===== src/rtl/pid_pkg.sv =====
// Shared definitions for the PID multiply scheduler: default sizing, FSM states, clamp bounds.
package pid_pkg;

  localparam int W_DEF       = 6;
  localparam int TIMEOUT_DEF = 63;

  typedef enum logic [2:0] {
    IDLE,
    ISSUE_P,
    WAIT_P,
    ISSUE_I,
    WAIT_I,
    ISSUE_D,
    WAIT_D,
    SUM
  } state_t;

  function automatic int sat_hi(input int w);
    return (1 << (w - 1)) - 1;
  endfunction

  function automatic int sat_lo(input int w);
    return -(1 << (w - 1));
  endfunction

endpackage


===== src/rtl/pid_mul_scheduler_if.sv =====
// Request, multiplier and result signals of the PID scheduler.
interface pid_mul_scheduler_if
  import pid_pkg::*;
#(
  parameter int W = W_DEF
);
  logic                start;
  logic signed [W-1:0] error;
  logic        [W-1:0] kp;
  logic        [W-1:0] ki;
  logic        [W-1:0] kd;
  logic signed [W-1:0] mul_a;
  logic        [W-1:0] mul_b;
  logic                mul_start;
  logic                mul_done;
  logic signed [W-1:0] mul_product;
  logic signed [W-1:0] control;
  logic                valid;
  logic                busy;
  logic                timeout;

  modport slave (
    input  start, error, kp, ki, kd, mul_done, mul_product,
    output mul_a, mul_b, mul_start, control, valid, busy, timeout
  );

  modport master (
    output start, error, kp, ki, kd, mul_done, mul_product,
    input  mul_a, mul_b, mul_start, control, valid, busy, timeout
  );
endinterface


===== src/rtl/pid_sat_add.sv =====
// Combinational a +/- b + c at W+2 bits, clamped to the signed W-bit range.
module pid_sat_add
  import pid_pkg::*;
#(
  parameter int W = W_DEF
) (
  input  logic signed [W-1:0] a_i,
  input  logic signed [W-1:0] b_i,
  input  logic signed [W-1:0] c_i,
  input  logic                sub_i,
  output logic signed [W-1:0] y_o
);
  localparam logic signed [W+1:0] HI_X = (W + 2)'(sat_hi(W));
  localparam logic signed [W+1:0] LO_X = (W + 2)'(sat_lo(W));

  logic signed [W+1:0] a_x, b_x, c_x, sum;

  always_comb begin
    a_x = {{2{a_i[W-1]}}, a_i};
    b_x = {{2{b_i[W-1]}}, b_i};
    c_x = {{2{c_i[W-1]}}, c_i};
    if (sub_i) begin
      b_x = -b_x;
    end
    sum = a_x + b_x + c_x;
    if (sum > HI_X) begin
      y_o = HI_X[W-1:0];
    end else if (sum < LO_X) begin
      y_o = LO_X[W-1:0];
    end else begin
      y_o = sum[W-1:0];
    end
  end
endmodule


===== src/rtl/pid_mul_scheduler.sv =====
// Sequences P, I and D multiplies through one shared multiplier and emits a saturated sum.
// Latency 4 cycles plus the three multiply waits; ena low freezes everything.
module pid_mul_scheduler
  import pid_pkg::*;
#(
  parameter int W       = W_DEF,
  parameter int TIMEOUT = TIMEOUT_DEF
) (
  input  logic               clk,
  input  logic               rst,
  input  logic               ena,
  pid_mul_scheduler_if.slave bus
);
  localparam int            CW      = (TIMEOUT > 0) ? $clog2(TIMEOUT + 1) : 1;
  localparam logic [CW-1:0] CNT_MAX = CW'(TIMEOUT);

  state_t              state_q, state_d;
  logic signed [W-1:0] err_q, err_d, integ_q, integ_d, prev_q, prev_d;
  logic signed [W-1:0] tp_q, tp_d, ti_q, ti_d, td_q, td_d;
  logic signed [W-1:0] mul_a_q, mul_a_d, control_q, control_d;
  logic        [W-1:0] ki_q, ki_d, kd_q, kd_d, mul_b_q, mul_b_d;
  logic        [CW-1:0] cnt_q, cnt_d;
  logic                valid_q, valid_d, timeout_q, timeout_d;

  logic signed [W-1:0] integ_sum, diff, total, wait_term;
  logic                in_wait, wait_over, wait_tmo;

  pid_sat_add #(.W(W)) u_integ (.a_i(integ_q), .b_i(err_q), .c_i('0), .sub_i(1'b0), .y_o(integ_sum));
  pid_sat_add #(.W(W)) u_diff  (.a_i(err_q), .b_i(prev_q), .c_i('0), .sub_i(1'b1), .y_o(diff));
  pid_sat_add #(.W(W)) u_sum   (.a_i(tp_q), .b_i(ti_q), .c_i(td_q), .sub_i(1'b0), .y_o(total));

  // A done pulse landing on the last permitted cycle wins over the timeout.
  assign in_wait   = (state_q == WAIT_P) || (state_q == WAIT_I) || (state_q == WAIT_D);
  assign wait_over = bus.mul_done || (cnt_q == CNT_MAX);
  assign wait_tmo  = !bus.mul_done && (cnt_q == CNT_MAX);
  assign wait_term = bus.mul_done ? bus.mul_product : '0;

  always_comb begin
    state_d   = state_q;
    err_d     = err_q;
    ki_d      = ki_q;
    kd_d      = kd_q;
    integ_d   = integ_q;
    prev_d    = prev_q;
    tp_d      = tp_q;
    ti_d      = ti_q;
    td_d      = td_q;
    mul_a_d   = mul_a_q;
    mul_b_d   = mul_b_q;
    cnt_d     = cnt_q;
    control_d = control_q;
    timeout_d = timeout_q;
    valid_d   = 1'b0;

    if (in_wait && wait_tmo) begin
      timeout_d = 1'b1;
    end
    if (in_wait && !wait_over) begin
      cnt_d = cnt_q + CW'(1);
    end

    case (state_q)
      IDLE: begin
        if (bus.start) begin
          err_d   = bus.error;
          ki_d    = bus.ki;
          kd_d    = bus.kd;
          mul_a_d = bus.error;
          mul_b_d = bus.kp;
          state_d = ISSUE_P;
        end
      end
      ISSUE_P, ISSUE_I, ISSUE_D: begin
        cnt_d   = '0;
        state_d = (state_q == ISSUE_P) ? WAIT_P : (state_q == ISSUE_I) ? WAIT_I : WAIT_D;
      end
      WAIT_P: begin
        if (wait_over) begin
          tp_d    = wait_term;
          integ_d = integ_sum;
          mul_a_d = integ_sum;
          mul_b_d = ki_q;
          state_d = ISSUE_I;
        end
      end
      WAIT_I: begin
        if (wait_over) begin
          ti_d    = wait_term;
          mul_a_d = diff;
          mul_b_d = kd_q;
          state_d = ISSUE_D;
        end
      end
      WAIT_D: begin
        if (wait_over) begin
          td_d    = wait_term;
          state_d = SUM;
        end
      end
      SUM: begin
        control_d = total;
        prev_d    = err_q;
        valid_d   = 1'b1;
        state_d   = IDLE;
      end
      default: state_d = IDLE;
    endcase
  end

  always_ff @(posedge clk or posedge rst) begin
    if (rst) begin
      state_q   <= IDLE;
      err_q     <= '0;
      ki_q      <= '0;
      kd_q      <= '0;
      integ_q   <= '0;
      prev_q    <= '0;
      tp_q      <= '0;
      ti_q      <= '0;
      td_q      <= '0;
      mul_a_q   <= '0;
      mul_b_q   <= '0;
      cnt_q     <= '0;
      control_q <= '0;
      timeout_q <= 1'b0;
      valid_q   <= 1'b0;
    end else if (ena) begin
      state_q   <= state_d;
      err_q     <= err_d;
      ki_q      <= ki_d;
      kd_q      <= kd_d;
      integ_q   <= integ_d;
      prev_q    <= prev_d;
      tp_q      <= tp_d;
      ti_q      <= ti_d;
      td_q      <= td_d;
      mul_a_q   <= mul_a_d;
      mul_b_q   <= mul_b_d;
      cnt_q     <= cnt_d;
      control_q <= control_d;
      timeout_q <= timeout_d;
      valid_q   <= valid_d;
    end else begin
      valid_q   <= 1'b0;
    end
  end

  assign bus.mul_a     = mul_a_q;
  assign bus.mul_b     = mul_b_q;
  assign bus.mul_start = ena && ((state_q == ISSUE_P) || (state_q == ISSUE_I) || (state_q == ISSUE_D));
  assign bus.control   = control_q;
  assign bus.valid     = valid_q && ena;
  assign bus.busy      = (state_q != IDLE);
  assign bus.timeout   = timeout_q;
endmodule


===== src/flat_wrapper.sv =====
// flat-port wrapper written by rule: the top's interface ports become plain ports
module pid_mul_scheduler_flat import pid_pkg::*;
#(
  parameter int W       = W_DEF,
  parameter int TIMEOUT = TIMEOUT_DEF
)
  (clk, rst, ena, bus_start, bus_error, bus_kp, bus_ki, bus_kd, bus_mul_done, bus_mul_product, bus_mul_a, bus_mul_b, bus_mul_start, bus_control, bus_valid, bus_busy, bus_timeout);
  pid_mul_scheduler_if #(.W(W)) bus_i ();
  input  logic clk;
  input  logic rst;
  input  logic ena;
  input wire logic [$bits(bus_i.start)-1:0] bus_start;
  input wire logic [$bits(bus_i.error)-1:0] bus_error;
  input wire logic [$bits(bus_i.kp)-1:0] bus_kp;
  input wire logic [$bits(bus_i.ki)-1:0] bus_ki;
  input wire logic [$bits(bus_i.kd)-1:0] bus_kd;
  input wire logic [$bits(bus_i.mul_done)-1:0] bus_mul_done;
  input wire logic [$bits(bus_i.mul_product)-1:0] bus_mul_product;
  output wire logic [$bits(bus_i.mul_a)-1:0] bus_mul_a;
  output wire logic [$bits(bus_i.mul_b)-1:0] bus_mul_b;
  output wire logic [$bits(bus_i.mul_start)-1:0] bus_mul_start;
  output wire logic [$bits(bus_i.control)-1:0] bus_control;
  output wire logic [$bits(bus_i.valid)-1:0] bus_valid;
  output wire logic [$bits(bus_i.busy)-1:0] bus_busy;
  output wire logic [$bits(bus_i.timeout)-1:0] bus_timeout;
  assign bus_i.start = bus_start;
  assign bus_i.error = bus_error;
  assign bus_i.kp = bus_kp;
  assign bus_i.ki = bus_ki;
  assign bus_i.kd = bus_kd;
  assign bus_i.mul_done = bus_mul_done;
  assign bus_i.mul_product = bus_mul_product;
  assign bus_mul_a = bus_i.mul_a;
  assign bus_mul_b = bus_i.mul_b;
  assign bus_mul_start = bus_i.mul_start;
  assign bus_control = bus_i.control;
  assign bus_valid = bus_i.valid;
  assign bus_busy = bus_i.busy;
  assign bus_timeout = bus_i.timeout;
  pid_mul_scheduler #(.W(W), .TIMEOUT(TIMEOUT)) u_core (.clk(clk), .rst(rst), .ena(ena), .bus(bus_i));
endmodule

===== config.mk =====
export PLATFORM = sky130hd
export DESIGN_NAME = pid_mul_scheduler_flat
export DESIGN_NICKNAME = d
export VERILOG_FILES = /design/src/rtl/pid_pkg.sv /design/src/rtl/pid_mul_scheduler_if.sv /design/src/rtl/pid_sat_add.sv /design/src/rtl/pid_mul_scheduler.sv /design/src/flat_wrapper.sv
export SDC_FILE = /design/constraint.sdc
export NUM_CORES = 1
export LEC_CHECK = 0
export BUFFER_PORTS_ARGS = -buffer_cell sky130_fd_sc_hd__buf_2
export CAP_MARGIN = 20
export CELL_PAD_IN_SITES_DETAIL_PLACEMENT = 2
export CELL_PAD_IN_SITES_GLOBAL_PLACEMENT = 2
export CORE_MARGIN = 5
export CORE_UTILIZATION = 37
export CTS_CLUSTER_SIZE = 24
export DETAILED_ROUTE_END_ITERATION = 10
export HOLD_SLACK_MARGIN = 0.02
export PLACE_DENSITY_LB_ADDON = 0.1
export SLEW_MARGIN = 25
export SYNTH_ARGS = -nofsm -noshare
export SYNTH_HDL_FRONTEND = slang
export SYNTH_SLANG_ARGS = --single-unit
export TNS_END_PERCENT = 1

===== constraint.sdc =====
create_clock -name clk -period 3.6 [get_ports clk]
set_input_delay 0.36 -clock clk [delete_from_list [all_inputs] [get_ports clk]]
set_output_delay 0.36 -clock clk [all_outputs]
set_load 0.05 [all_outputs]

==> results.py <==
metrics = {
    "outcome": {
        "status": "finished clean",
    },
    "logic_synthesis": {
        "syn-cell-area_um2": 4539,
        "synthesis.nets": 529,
        "synth_enable_flop_cells": 0,
        "leading_register_cell_type_out_of_synthesis": "sky130_fd_sc_hd__dfrtp_1",
        "synth_top_area_cell": "sky130_fd_sc_hd__dfrtp_1",
        "synth_cell_type_count": 66,
        "seq_total_area_yosys_pct": 42.45,
        "synthesis.yosys.warnings": 0,
        "yosys.cell_count.top_type": "sky130_fd_sc_hd__dfrtp_1",
        "synthDominantCellAreaShare_pct": 42.45,
        "count_of_mapped_cells_out_of_synthesis": 466,
        "synthTopCellsByArea": "sky130_fd_sc_hd__dfrtp_1 42%, sky130_fd_sc_hd__mux2_2 5.7%, sky130_fd_sc_hd__nand2_1 5.7%",
        "ys_seq_elements": 77,
        "synth_async_sr_flop_share_pct": 100.0,
        "synth.cells.most_frequent": "77 x sky130_fd_sc_hd__dfrtp_1, 69 x sky130_fd_sc_hd__nand2_1, 36 x sky130_fd_sc_hd__o21ai_0, 25 x sky130_fd_sc_hd__inv_1, 24 x sky130_fd_sc_hd__nor2_1",
        "postSynthAreaPerCell_um2": 9.741,
    },
    "worst_setup_path": {
        "critical_path_required_ns": 3.87,
        "setup.worst_path.end_class": "flop",
        "crit_path_cell_trace": "inv_1, fa_1, inv_1, ha_1, fa_1, a21o_1, a21o_1, xnor2_1, a221oi_1, nor2_1, o21ai_1",
        "timing.setup.critical_path_class": "flop to flop",
        "ff2ff_setup_slack_ns": 0.78,
        "timing.critical_path.from_type": "flop",
        "max_stage_delay_ns": 0.52,
        "worst_path_max_delay_cell": "sky130_fd_sc_hd__fa_1",
        "worstPathMaxFanout": 3,
        "worstPathArrival_ns": 3.09,
    },
    "detailed_routing": {
        "firstDrtPassIters": 4,
        "routed_wl_mm": 12.94,
        "first_iter_violations": 119,
        "ant_nets": 0,
        "detail_route.vias_per_cell": 5.572,
        "routedWlPerCell_um": 19.28,
        "detailroute.via_count": 3739,
        "drc": 0,
    },
    "floorplan": {
        "core.rowCount": 40,
        "initial_core_util_pct": 37.79,
        "core_region_area_um2": 12010,
        "dieArea_um2": 14580,
        "chipHeight_um": 120.8,
        "die_w_um": 120.8,
        "io_pins": 57,
    },
    "pwr": {
        "vdd.ir_drop.worst_mv": 0.4169,
        "power.density_cell_area_nw_per_um2": 1165,
        "leakage_nw": 2.422,
        "post-layout-total-power_w": 0.006100,
    },
    "finish": {
        "flow.area_growth_from_synthesis_pct": 15.33,
        "antenna-diode-count": 0,
        "number_of_nets_in_the_layout": 584,
        "post_route_cells_drive_above_1_share_pct": 21.76,
    },
    "timing": {
        "hold_viol": 0,
        "finalSetupViolCount": 0,
        "slew_violations": 0,
        "max_freq_mhz": 354.9,
        "maxSlewHeadroom_pct": 43.84,
        "worst-slew-pin-transition_ns": 0.8352,
        "timing.final.crit_period_ns": 2.818,
        "final.setup_skew_ns": 0.007052,
        "layout_worst_path_cycle_share_pct": 78.27,
        "rsz0062_at_grt": "false",
        "final.setup.tns_ns": 0,
    },
    "cts": {
        "tritoncts": "done",
        "cts_buffer_count": 9,
        "h_tree_levels": 3,
        "clock_transition_time_at_the_flip_flop_clock_pins_of_the_worst_setup_and_hold_paths_ns": 0.06,
        "cts_buffer_depth": 2,
        "post_cts.resized_instances": 0,
        "cts-hold-fix-buffers": 0,
        "clock_latency_ns": 0.34,
        "post_cts.repair.setup_buffers": 0,
        "cts.root.buffer_cell": "sky130_fd_sc_hd__clkbuf_16",
        "cts_num_sinks": 77,
    },
    "grt": {
        "pin_count_of_the_biggest_net_entering_global_routing": 55,
        "wire_length_of_the_first_global_routing_pass_mm": 22.16,
        "first_global_vias": 4262,
        "grt-ovfl-total": 0,
        "busiest_layer": "met2",
        "grt_util_met2_pct": 32.06,
        "grtUsageTotal_pct": 19.20,
        "grt_antenna_before_repair": 0,
        "groute.layer.met1.usage_pct": 24.93,
        "globalRouteMet3Util_pct": 3.414,
    },
    "worst_hold_path": {
        "timing.hold.worst.class": "primary input to async pin",
    },
    "flow_run": {
        "drv.max_cap_violation_count": 0,
    },
    "place": {
        "routability_congestion_estimate": 0.8356,
        "portBuffers": 56,
        "place_hpwl_mm": 9.728,
    },
}
critical path, delay by kind of cell (launching register included):
kind | cells | cell delay, ns
compound gates | 4 | 0.90
xor+xnor | 1 | 0.16
fa+ha+maj | 3 | 1.15
buf+inv | 2 | 0.10
flops | 1 | 0.34
simple gates | 1 | 0.08
cell type report:
| type | count | area [um2] |
|---|---|---|
| fillers | 1313 | 6777 |
| clock inverters | 2 | 10.01 |
| inverters | 27 | 103.9 |
| well taps | 147 | 183.9 |
| flip-flops and latches | 77 | 1927 |
| repair buffers | 61 | 317.8 |
| clock buffers | 12 | 256.5 |
| multi-input cells | 345 | 2436 |
flip-flops by register name, indices dropped and copies added (netlist names), 6 cells and up:
register            cells
u_core.tp_q             6
u_core.kd_q             6
u_core.ki_q             6
u_core.prev_q           6
u_core.cnt_q            6
u_core.integ_q          6
u_core.ti_q             6
u_core.bus.mul_b        6
u_core.err_q            6
u_core.td_q             6
u_core.bus.mul_a        6
u_core.bus.control      6
report_power, final:
part	leakage (nW)	switching (W)	internal, W
sequential	0.964	0.000318	0.00125
clock	0.134	0.000358	0.000495
combinational	1.32	0.00229	0.00140
layout by cell type (no fill, tap or decap), drive strengths merged, types with 6 or more instances in the layout:
| cell type | instances |
|---|---|
| dfrtp | 77 |
| nand2 | 70 |
| buf | 61 |
| o21ai | 42 |
| inv | 26 |
| nor2 | 25 |
| mux2 | 24 |
| a21oi | 20 |
| ha | 19 |
| o22ai | 13 |
| clkbuf | 12 |
| nand3 | 9 |
| nor2b | 9 |
| fa | 9 |
| xor2 | 8 |
| nand2b | 6 |
| xnor2 | 6 |
| o22a | 6 |
| o31ai | 6 |
cell families (layout without fill, tap and decap cells):
family | count (synthesis) | after routing | share of synthesized area (%)
adders and majority gates | 28 | 28 | 9.206
buffers and inverters | 44 | 102 | 3.886
muxes | 25 | 25 | 6.174
xor gates and xnor gates | 14 | 14 | 2.701
AOI/OAI and AO/OA | 135 | 135 | 20.84
and+or+nand+nor | 143 | 143 | 14.75
DFF | 77 | 77 | 42.45
routing by layer:
| metal | wire length [um] | share of wire [%] | up-vias |
|---|---|---|---|
| li1 | - | - | 1769 |
| met1 | 6014 | 46 | 1891 |
| met2 | 6251 | 48 | 62 |
| met3 | 413 | 3.2 | 17 |
| met4 | 255 | 2.0 | 0 |
| met5 | 0 | 0 | - |
per-stage QoR:
stage	hold slack (ns)	worst slack [ns]	util [%]	instance area, um2	instances
after CTS	0.2357	0.7500	43.57	5234	671
after global placement	0.4688	0.8302	41.35	4967	657
after global routing	0.1935	0.5956	43.58	5235	671
final	0.1363	0.7824	43.58	5235	671
after detailed placement	0.4724	0.7624	41.35	4967	657
after floorplan	0.4498	0.9579	-	4539	466
path summary, 6_finish.rpt:
kind,from,end,depth (start not counted)
worst min register to register,u_core.bus.control[2],u_core.bus.control[2],2
min in group clk,bus_kd[0],u_core.kd_q[0],2
worst max register to register,u_core.td_q[1],u_core.bus.control[0],11
worst min-delay path,rst,u_core.ti_q[2],2
max in group asynchronous,rst,u_core.prev_q[3],3
worst max-delay path,u_core.td_q[1],u_core.bus.control[0],11
(Power assumes the default switching activity.)
